**src/rtl/mem_bist_ctrl.sv**
```systemverilog
// mem_bist_ctrl -- on-chip self-test initiator for the my_mem port.
//
// A run writes NUM_WORDS LFSR-generated bytes to BASE_ADDR + i*ADDR_STRIDE,
// idles for one cycle, reads the same words back in reverse order and compares
// each returned word against the byte remembered in a small scoreboard.
//
// Ports:
//   clk          system clock, everything on the rising edge
//   rst          asynchronous active-high reset
//   start        launches a run when seen in IDLE or DONE
//   busy         high from the first write cycle to the last drain cycle
//   done         high in DONE until the next run launches
//   pass         result of the run while done=1 (error_count == 0)
//   error_count  saturating mismatch count
//   fail_addr    address of the first mismatch of the run, 0 if none
//   write/read   memory strobes
//   address      memory address
//   data_in      memory write data
//   data_out     memory read data, bit 8 is the parity of bits 7:0
//
// Build option:
//   MEM_BIST_PARITY_CHECK_EN  when defined the parity bit data_out[8] is
//                             compared as well; otherwise it is ignored.

module mem_bist_ctrl #(
  parameter int          NUM_WORDS   = 6,
  parameter logic [15:0] BASE_ADDR   = 16'h0000,
  parameter logic [15:0] ADDR_STRIDE = 16'h0001,
  parameter logic [7:0]  SEED        = 8'hA5,
  parameter int          READ_LAT    = 1
) (
  input  logic        clk,
  input  logic        rst,
  input  logic        start,
  output logic        busy,
  output logic        done,
  output logic        pass,
  output logic [7:0]  error_count,
  output logic [15:0] fail_addr,
  output logic        write,
  output logic        read,
  output logic [15:0] address,
  output logic [7:0]  data_in,
  input  logic [8:0]  data_out
);

  localparam logic [2:0] S_IDLE  = 3'd0;
  localparam logic [2:0] S_WRITE = 3'd1;
  localparam logic [2:0] S_GAP   = 3'd2;
  localparam logic [2:0] S_READ  = 3'd3;
  localparam logic [2:0] S_DRAIN = 3'd4;
  localparam logic [2:0] S_DONE  = 3'd5;

  // One counter serves as write index, read index and drain counter, so it
  // must hold both NUM_WORDS-1 and READ_LAT-1 (at most 3).
  localparam int IDX_W = ($clog2(NUM_WORDS) > 2) ? $clog2(NUM_WORDS) : 2;
  localparam logic [IDX_W-1:0] LAST_IDX   = IDX_W'(NUM_WORDS - 1);
  localparam logic [IDX_W-1:0] DRAIN_LAST = IDX_W'(READ_LAT - 1);

  function automatic logic [7:0] lfsr_next(input logic [7:0] p);
    return {p[6:0], p[7] ^ p[5] ^ p[4] ^ p[3]};
  endfunction

  logic [2:0]       state_q, state_d;
  logic [IDX_W-1:0] idx_q, idx_d;
  logic [7:0]       pat_q, pat_d;       // pattern of the word written next
  logic             write_q, write_d;
  logic             read_q, read_d;
  logic [15:0]      address_q, address_d;
  logic [7:0]       data_in_q, data_in_d;
  logic             busy_q, busy_d;
  logic             done_q, done_d;
  logic             pass_q, pass_d;
  logic [7:0]       err_q, err_d;
  logic [15:0]      fail_addr_q, fail_addr_d;

  // Scoreboard of written bytes; read port is registered and addressed with
  // the next index so the byte is ready while its read strobe is out.
  logic [7:0] sb_mem [2**IDX_W];
  logic [7:0] sb_rdata_q;

  // Compare pipeline: stage 0 is loaded at the edge where the memory takes
  // the read strobe, the last stage lines up with the returned data_out.
  logic [READ_LAT-1:0] pv_q;
  logic [7:0]          pexp_q  [READ_LAT];
  logic [15:0]         paddr_q [READ_LAT];

  logic        tail_valid;
  logic [7:0]  tail_exp;
  logic        mismatch;

  assign tail_valid = pv_q[READ_LAT-1];
  assign tail_exp   = pexp_q[READ_LAT-1];

`ifdef MEM_BIST_PARITY_CHECK_EN
  assign mismatch = (data_out != {^tail_exp, tail_exp});
`else
  logic unused_parity_bit;
  assign unused_parity_bit = data_out[8];
  assign mismatch = (data_out[7:0] != tail_exp);
`endif

  always_comb begin
    state_d     = state_q;
    idx_d       = idx_q;
    pat_d       = pat_q;
    write_d     = 1'b0;
    read_d      = 1'b0;
    address_d   = address_q;
    data_in_d   = data_in_q;
    err_d       = err_q;
    fail_addr_d = fail_addr_q;

    if (tail_valid && mismatch) begin
      if (err_q != 8'hFF) err_d = err_q + 8'd1;
      // The count never returns to zero within a run, so zero means "first".
      if (err_q == 8'd0) fail_addr_d = paddr_q[READ_LAT-1];
    end

    case (state_q)
      S_IDLE, S_DONE: begin
        if (start) begin
          state_d     = S_WRITE;
          idx_d       = '0;
          write_d     = 1'b1;
          address_d   = BASE_ADDR;
          data_in_d   = SEED;
          pat_d       = lfsr_next(SEED);
          err_d       = 8'd0;
          fail_addr_d = 16'd0;
        end
      end
      S_WRITE: begin
        if (idx_q != LAST_IDX) begin
          idx_d     = idx_q + IDX_W'(1);
          write_d   = 1'b1;
          address_d = address_q + ADDR_STRIDE;
          data_in_d = pat_q;
          pat_d     = lfsr_next(pat_q);
        end else begin
          state_d = S_GAP;
        end
      end
      S_GAP: begin
        // address still holds the last written word, the first one read back
        state_d = S_READ;
        read_d  = 1'b1;
        idx_d   = LAST_IDX;
      end
      S_READ: begin
        if (idx_q != '0) begin
          idx_d     = idx_q - IDX_W'(1);
          read_d    = 1'b1;
          address_d = address_q - ADDR_STRIDE;
        end else begin
          state_d = S_DRAIN;
          idx_d   = DRAIN_LAST;
        end
      end
      S_DRAIN: begin
        if (idx_q != '0) idx_d = idx_q - IDX_W'(1);
        else             state_d = S_DONE;
      end
      default: state_d = S_IDLE;
    endcase

    busy_d = (state_d == S_WRITE) || (state_d == S_GAP) ||
             (state_d == S_READ)  || (state_d == S_DRAIN);
    done_d = (state_d == S_DONE);
    pass_d = (state_d == S_DONE) && (err_d == 8'd0);
  end

  always_ff @(posedge clk or posedge rst) begin
    if (rst) begin
      state_q     <= S_IDLE;
      idx_q       <= '0;
      pat_q       <= SEED;
      write_q     <= 1'b0;
      read_q      <= 1'b0;
      address_q   <= 16'd0;
      data_in_q   <= 8'd0;
      busy_q      <= 1'b0;
      done_q      <= 1'b0;
      pass_q      <= 1'b0;
      err_q       <= 8'd0;
      fail_addr_q <= 16'd0;
    end else begin
      state_q     <= state_d;
      idx_q       <= idx_d;
      pat_q       <= pat_d;
      write_q     <= write_d;
      read_q      <= read_d;
      address_q   <= address_d;
      data_in_q   <= data_in_d;
      busy_q      <= busy_d;
      done_q      <= done_d;
      pass_q      <= pass_d;
      err_q       <= err_d;
      fail_addr_q <= fail_addr_d;
    end
  end

  always_ff @(posedge clk) begin
    if (write_d) sb_mem[idx_d] <= data_in_d;
    sb_rdata_q <= sb_mem[idx_d];
  end

  always_ff @(posedge clk or posedge rst) begin
    if (rst) begin
      pv_q <= '0;
      for (int i = 0; i < READ_LAT; i++) begin
        pexp_q[i]  <= 8'd0;
        paddr_q[i] <= 16'd0;
      end
    end else begin
      pv_q[0]    <= read_q;
      pexp_q[0]  <= sb_rdata_q;
      paddr_q[0] <= address_q;
      for (int i = 1; i < READ_LAT; i++) begin
        pv_q[i]    <= pv_q[i-1];
        pexp_q[i]  <= pexp_q[i-1];
        paddr_q[i] <= paddr_q[i-1];
      end
    end
  end

  assign busy        = busy_q;
  assign done        = done_q;
  assign pass        = pass_q;
  assign error_count = err_q;
  assign fail_addr   = fail_addr_q;
  assign write       = write_q;
  assign read        = read_q;
  assign address     = address_q;
  assign data_in     = data_in_q;

endmodule

```
**config.mk**
```make
export PLATFORM = sky130hd
export DESIGN_NAME = mem_bist_ctrl
export DESIGN_NICKNAME = d
export VERILOG_FILES = /design/src/rtl/mem_bist_ctrl.sv
export SDC_FILE = /design/constraint.sdc
export NUM_CORES = 1
export LEC_CHECK = 0
export BUFFER_PORTS_ARGS = -buffer_cell sky130_fd_sc_hd__buf_2
export CORE_ASPECT_RATIO = 1.1
export CORE_MARGIN = 2
export CORE_UTILIZATION = 40
export CTS_CLUSTER_DIAMETER = 40
export DETAILED_ROUTE_END_ITERATION = 8
export HOLD_SLACK_MARGIN = 0.06
export RECOVER_POWER = 25
export SYNTH_ARGS = -nofsm -noshare
export SYNTH_HDL_FRONTEND = slang
export SYNTH_SLANG_ARGS = --single-unit
```
**constraint.sdc**
```tcl
create_clock -name clk -period 4.6 [get_ports clk]
set_clock_uncertainty 0.2 [all_clocks]
set_input_delay 0.23 -clock clk [delete_from_list [all_inputs] [get_ports clk]]
set_output_delay 0.23 -clock clk [all_outputs]
set_load 0.02 [all_outputs]
```
==> impl_metrics.tcl, run 1 <==
set metrics [dict create \
    status "complete, but fails checks" \
    violations "max-capacitance violations, max-slew violations" \
    cts_root_buffer "clkbuf_16" \
    r2r_setup_slack_ps 910 \
    avgViaCountPerCell 5.11 \
    layout_min_cycle_time_ps 3690 \
    required_ps 4750 \
    cap_violations 1 \
    slew_viol_final 43 \
    cp-start-kind "flop" \
    hold_viol 0 \
    final_cell_mix "dfrtp_1, nand2_1, edfxtp_1" \
    first_pass_iters 4 \
    end_kind "flop" \
    syn_avg_cell_area_um2 12.3 \
    yosys.area.top_type "dfrtp_1" \
    ys_seq_area_share_pct 60.1 \
    grt_setup_unrepaired "false" \
    yosys_warnings 0 \
    drcViolationCount 0 \
    dr_wl_met3_um 421 \
    drt_iter0_drc 178 \
    fin_nets 701 \
    post-cts-setup-buffer-count 0 \
    synthArstFlopShare_pct 56.1 \
    clk_pin_slew_ps 60 \
    wirelength_um 14900 \
    io_buffer_count 63 \
    wl_per_cell_um 16.3 \
    setup_viol 0 \
    fin_crit_sh_pct 80.1 \
    cts_sinks 164 \
    diodes 0 \
    grt_max_degree 52 \
    max_freq_mhz 271 \
    mostFrequentLayoutCell "dfrtp_1" \
    crit_type "flop to flop" \
    clk-insertion-delay-late_ps 420 \
    syn_area_um2 7310 \
    die_w_um 133 \
    cts_buffers 17 \
    finalNonFillerCells 918 \
    worst_slew_pin_slew_ps 1750 \
    cp_max_fo 17 \
    antenna_found_initial 0 \
    hp-class "primary input to flop" \
    cts_tree "done" \
    netlist-cell-type-count 73 \
    routabilityCongestion 0.800 \
    grt_overflow 0 \
    fill_cells 1607 \
    dr_wl_met2_um 7500 \
    track_usage_pct 16.0 \
    drive_above_1_share_pct 15.9 \
    area_delta_synth_final_pct 15.9 \
    multi_input_area_um2 2730 \
    syn_nets 629 \
    num_rows 51 \
    post-place-cells 885 \
    ioPinCount 65 \
    tns_ps 0 \
    wl_met1_um 6750 \
    seq_area_um2 4390 \
    synth_top_area_share_pct 30.1 \
    syn_inst 595 \
    first_global_vias 4740 \
    grt_pass1_wl_um 24100 \
    dieHeight_um 146 \
    die-area_um2 19400 \
    hpwl_um 10300 \
    post_cts_resize_count 0 \
    core_area_um2 17800 \
    ctsHoldBuffers 1 \
    top_layer "met4" \
    start_util_pct 41.0 \
    worst_ep_arrival_time_ps 3830 \
    synth_edf_count 64 \
    slew_headroom_pct -17.1 \
    ctsLongestPathBuffers 2 \
    synthFlopType "dfrtp_1" \
    antenna_left 0 \
    synth_area_leaders "dfrtp_1, edfxtp_1, mux2i_1" \
    htreeDepth 4 \
    via_count 4691 \
    synth-seq-cells 164 \
]
-- cells by family after synthesis --
| group | share of synthesized area (%) |
|---|---|
| DFF | 60.1 |
| muxes | 8.37 |
| and+or+nand+nor | 12.2 |
| buffers and inverters | 3.01 |
| adders and majority gates | 3.87 |
| xor gates and xnor gates | 2.88 |
| AOI/OAI and AO/OA | 9.57 |
-- synthesized netlist by cell type, types with 3 or more instances --
library cell	n
nand2b_1	8
dfstp_2	4
buf_2	7
a31oi_1	6
a22o_1	6
clkbuf_1	4
xor2_1	16
mux2_2	9
buf_4	4
and2_1	3
dfrtp_1	88
o21ai_0	24
nor3_1	10
nand3b_1	3
nor2b_1	7
nand3_1	12
ha_1	21
xnor2_1	8
o21bai_1	6
edfxtp_1	64
buf_6	4
dfxtp_1	8
and3_1	9
mux2i_1	51
nor2_1	37
or3_1	4
nor4_1	4
inv_1	18
a21oi_1	30
nand2_1	66
-- stage by stage --
stage,utilization (%),cell area [um2],hold WS [ps],setup WS [ps]
after global routing,47.6,8470,102,642
after global placement,44.3,7890,98.8,1000
final,47.6,8470,66.1,913
after detailed placement,44.3,7890,106,897
after CTS,47.8,8500,67.1,861
after floorplan,-,7310,116,1380
-- final timing paths --
| check | depth (start not counted) | to | startpoint |
|---|---|---|---|
| setup / recovery | 13 | address[15]$_DFFE_PP0P_ | state_q[0]$_DFF_PP0_ |
| hold / removal | 3 | state_q[2]$_DFF_PP0_ | start |
| setup reg to reg | 13 | address[15]$_DFFE_PP0P_ | state_q[0]$_DFF_PP0_ |
| hold reg to reg | 0 | pexp_q[2]$_DFF_PP0_ | sb_rdata_q[2]$_DFF_P_ |
| max in group asynchronous | 4 | data_in[0]$_DFF_PP0_ | rst |
| min in group asynchronous | 3 | error_count[0]$_DFF_PP0_ | rst |
-- routing by layer --
layer / up-vias / global-route usage (%)
met5: - / 0
met4: 0 / 5.86
met2: 70 / 27.4
li1: 2286 / -
met1: 2316 / 19.9
met3: 19 / 3.45
-- flip-flops by register name (all words and copies together) (netlist names) --
name and flops:
sb_mem 64, address 16, fail_addr 16, paddr_q 16, data_in 8, error_count 8, pat_q 8, pexp_q 8
sb_rdata_q 8, idx_q 3, state_q 3, busy 1, done 1, pass 1, pv_q 1, read 1
write 1
-- cell type report --
cell class,count,share of cell area [%]
sequential,164,51.8
multi-input combinational,390,32.2
clock buffer,19,5.11
timing repair buffer,76,4.49
tap,238,3.52
clock inverter,13,2.02
inverter,18,0.813
-- worst max-delay path, cell delays in order (launching register included) --
cell      delay (ps)
dfrtp_1          670
nor2b_4          320
nand2_2          130
inv_1            160
buf_4            250
ha_1             300
o21ai_0           90
o21bai_1         150
o311ai_2         280
nand3_2          150
a211o_1          320
nand3_1           80
or4b_1           450
o211ai_2          70
Power of run 1 is not shown: default switching activity piles up to over one toggle a cycle in this logic, so the estimate is an artifact.
==> inputs of run 2 (changes only) <==
==> constraint.sdc (replaced) <==
create_clock -name clk -period 3.5 [get_ports clk]
set_clock_uncertainty 0.2 [all_clocks]
set_input_delay 0.175 -clock clk [delete_from_list [all_inputs] [get_ports clk]]
set_output_delay 0.175 -clock clk [all_outputs]
set_load 0.02 [all_outputs]
==> impl_metrics.tcl, run 2 (synthesized netlist as in run 1, its figures left out) <==
set metrics [dict create \
    grt_overflow 0 \
    diodes 0 \
    ff2ff_path_depth 13 \
    grt_max_degree 80 \
    regMostFlops "sb_mem" \
    largest_reg_flops 64 \
    placed_area_um2 7990 \
    setup_viol 0 \
    slew_headroom_pct -9.74 \
    drcViolationCount 0 \
    hpwl_um 10400 \
    cts_buffers 17 \
    antenna_found_initial 0 \
    cp-start-kind "flop" \
    max_freq_mhz 313 \
    end_kind "flop" \
    hold_viol 0 \
    cts_tree "done" \
    whs_path_depth 0 \
    die_w_um 133 \
    fin_nets 713 \
    avgViaCountPerCell 5.14 \
    mostFrequentLayoutCell "dfrtp_1" \
    clk_pin_slew_ps 60 \
    first_pass_iters 6 \
    htreeDepth 4 \
    fin_crit_sh_pct 91.4 \
    die-area_um2 19400 \
    crit_type "flop to flop" \
    violations "max-capacitance violations, max-slew violations" \
    utilization_pct 48.0 \
    clk-insertion-delay-late_ps 420 \
    area_delta_synth_final_pct 16.9 \
    final_cell_mix "dfrtp_1, nand2_1, edfxtp_1" \
    required_ps 3650 \
    dieHeight_um 146 \
    first_global_vias 4825 \
    track_usage_pct 16.3 \
    wl_per_cell_um 16.1 \
    grt_setup_unrepaired "false" \
    via_count 4777 \
    cap_violations 1 \
    num_rows 51 \
    start_util_pct 41.0 \
    drt_iter0_drc 260 \
    antenna_left 0 \
    core_area_um2 17800 \
    routabilityCongestion 0.851 \
    wirelength_um 15000 \
    drive_above_1_share_pct 13.4 \
    io_buffer_count 63 \
    cp_max_fo 14 \
    tns_ps 0 \
    worst_slew_pin_slew_ps 1650 \
    status "complete, but fails checks" \
    cts_sinks 164 \
    hp-class "flop to flop" \
    ctsLongestPathBuffers 2 \
    worst_ep_arrival_time_ps 3340 \
    cts_root_buffer "clkbuf_16" \
    ioPinCount 65 \
    fin_area_um2 8550 \
    slew_viol_final 80 \
    layout_min_cycle_time_ps 3200 \
    grt_pass1_wl_um 24700 \
]
[run 2: final cells by class]
class / count / area [um2]
sequential: 164 / 4390
inverter: 18 / 67.6
multi-input combinational: 390 / 2730
clock buffer: 21 / 462
timing repair buffer: 88 / 454
clock inverter: 11 / 148
fill: 1633 / 9260
tap: 238 / 298
[run 2: metal layers]
metal  share of wire (%)  GRT usage (%)  vias to the layer above
met1                  45           21.0                     2367
met3                 3.9           4.01                       14
li1                    -              -                     2304
met5                   0              0                        -
met2                  50           26.9                       92
met4                 1.4           5.81                        0
[run 2: path summary, 6_finish.rpt]
kind                                  startpoint                  endpoint  slack [ps]
max in group asynchronous                    rst      data_in[4]$_DFF_PP0_        1500
min in group asynchronous                    rst  error_count[3]$_DFF_PP0_         600
max                         state_q[2]$_DFF_PP0_   address[15]$_DFFE_PP0P_         300
max reg2reg                 state_q[2]$_DFF_PP0_   address[15]$_DFFE_PP0P_         300
min                        sb_rdata_q[2]$_DFF_P_       pexp_q[2]$_DFF_PP0_         130
min reg2reg                sb_rdata_q[2]$_DFF_P_       pexp_q[2]$_DFF_PP0_         130
[run 2: metrics by stage]
stage               hold slack [ps]  setup slack [ps]  cells
detailed placement              120               239    896
global placement                119               284    896
floorplan                       116               280    595
global route                    134              72.2    930
finish                          128               302    930
CTS                             128               218    930
[run 2: worst max-delay path, stage by stage (launching register included)]
cell,delay [ps]
dfrtp_1,410
nor2b_4,190
nand2_2,140
inv_2,130
buf_4,230
ha_1,310
and2_1,170
o21ai_1,120
nand2b_1,70
a22o_1,240
a211o_1,300
nand3_1,80
or4b_1,450
o211ai_2,70
[run 2: repair_timing]
item	CTS	global route
hold endpoints to repair	75	0
endpoints found under the setup margin	0	1
hold buffers	2	0
gates resized for setup	0	1
setup buffers	0	0
Power of run 2 is left out for the same reason.
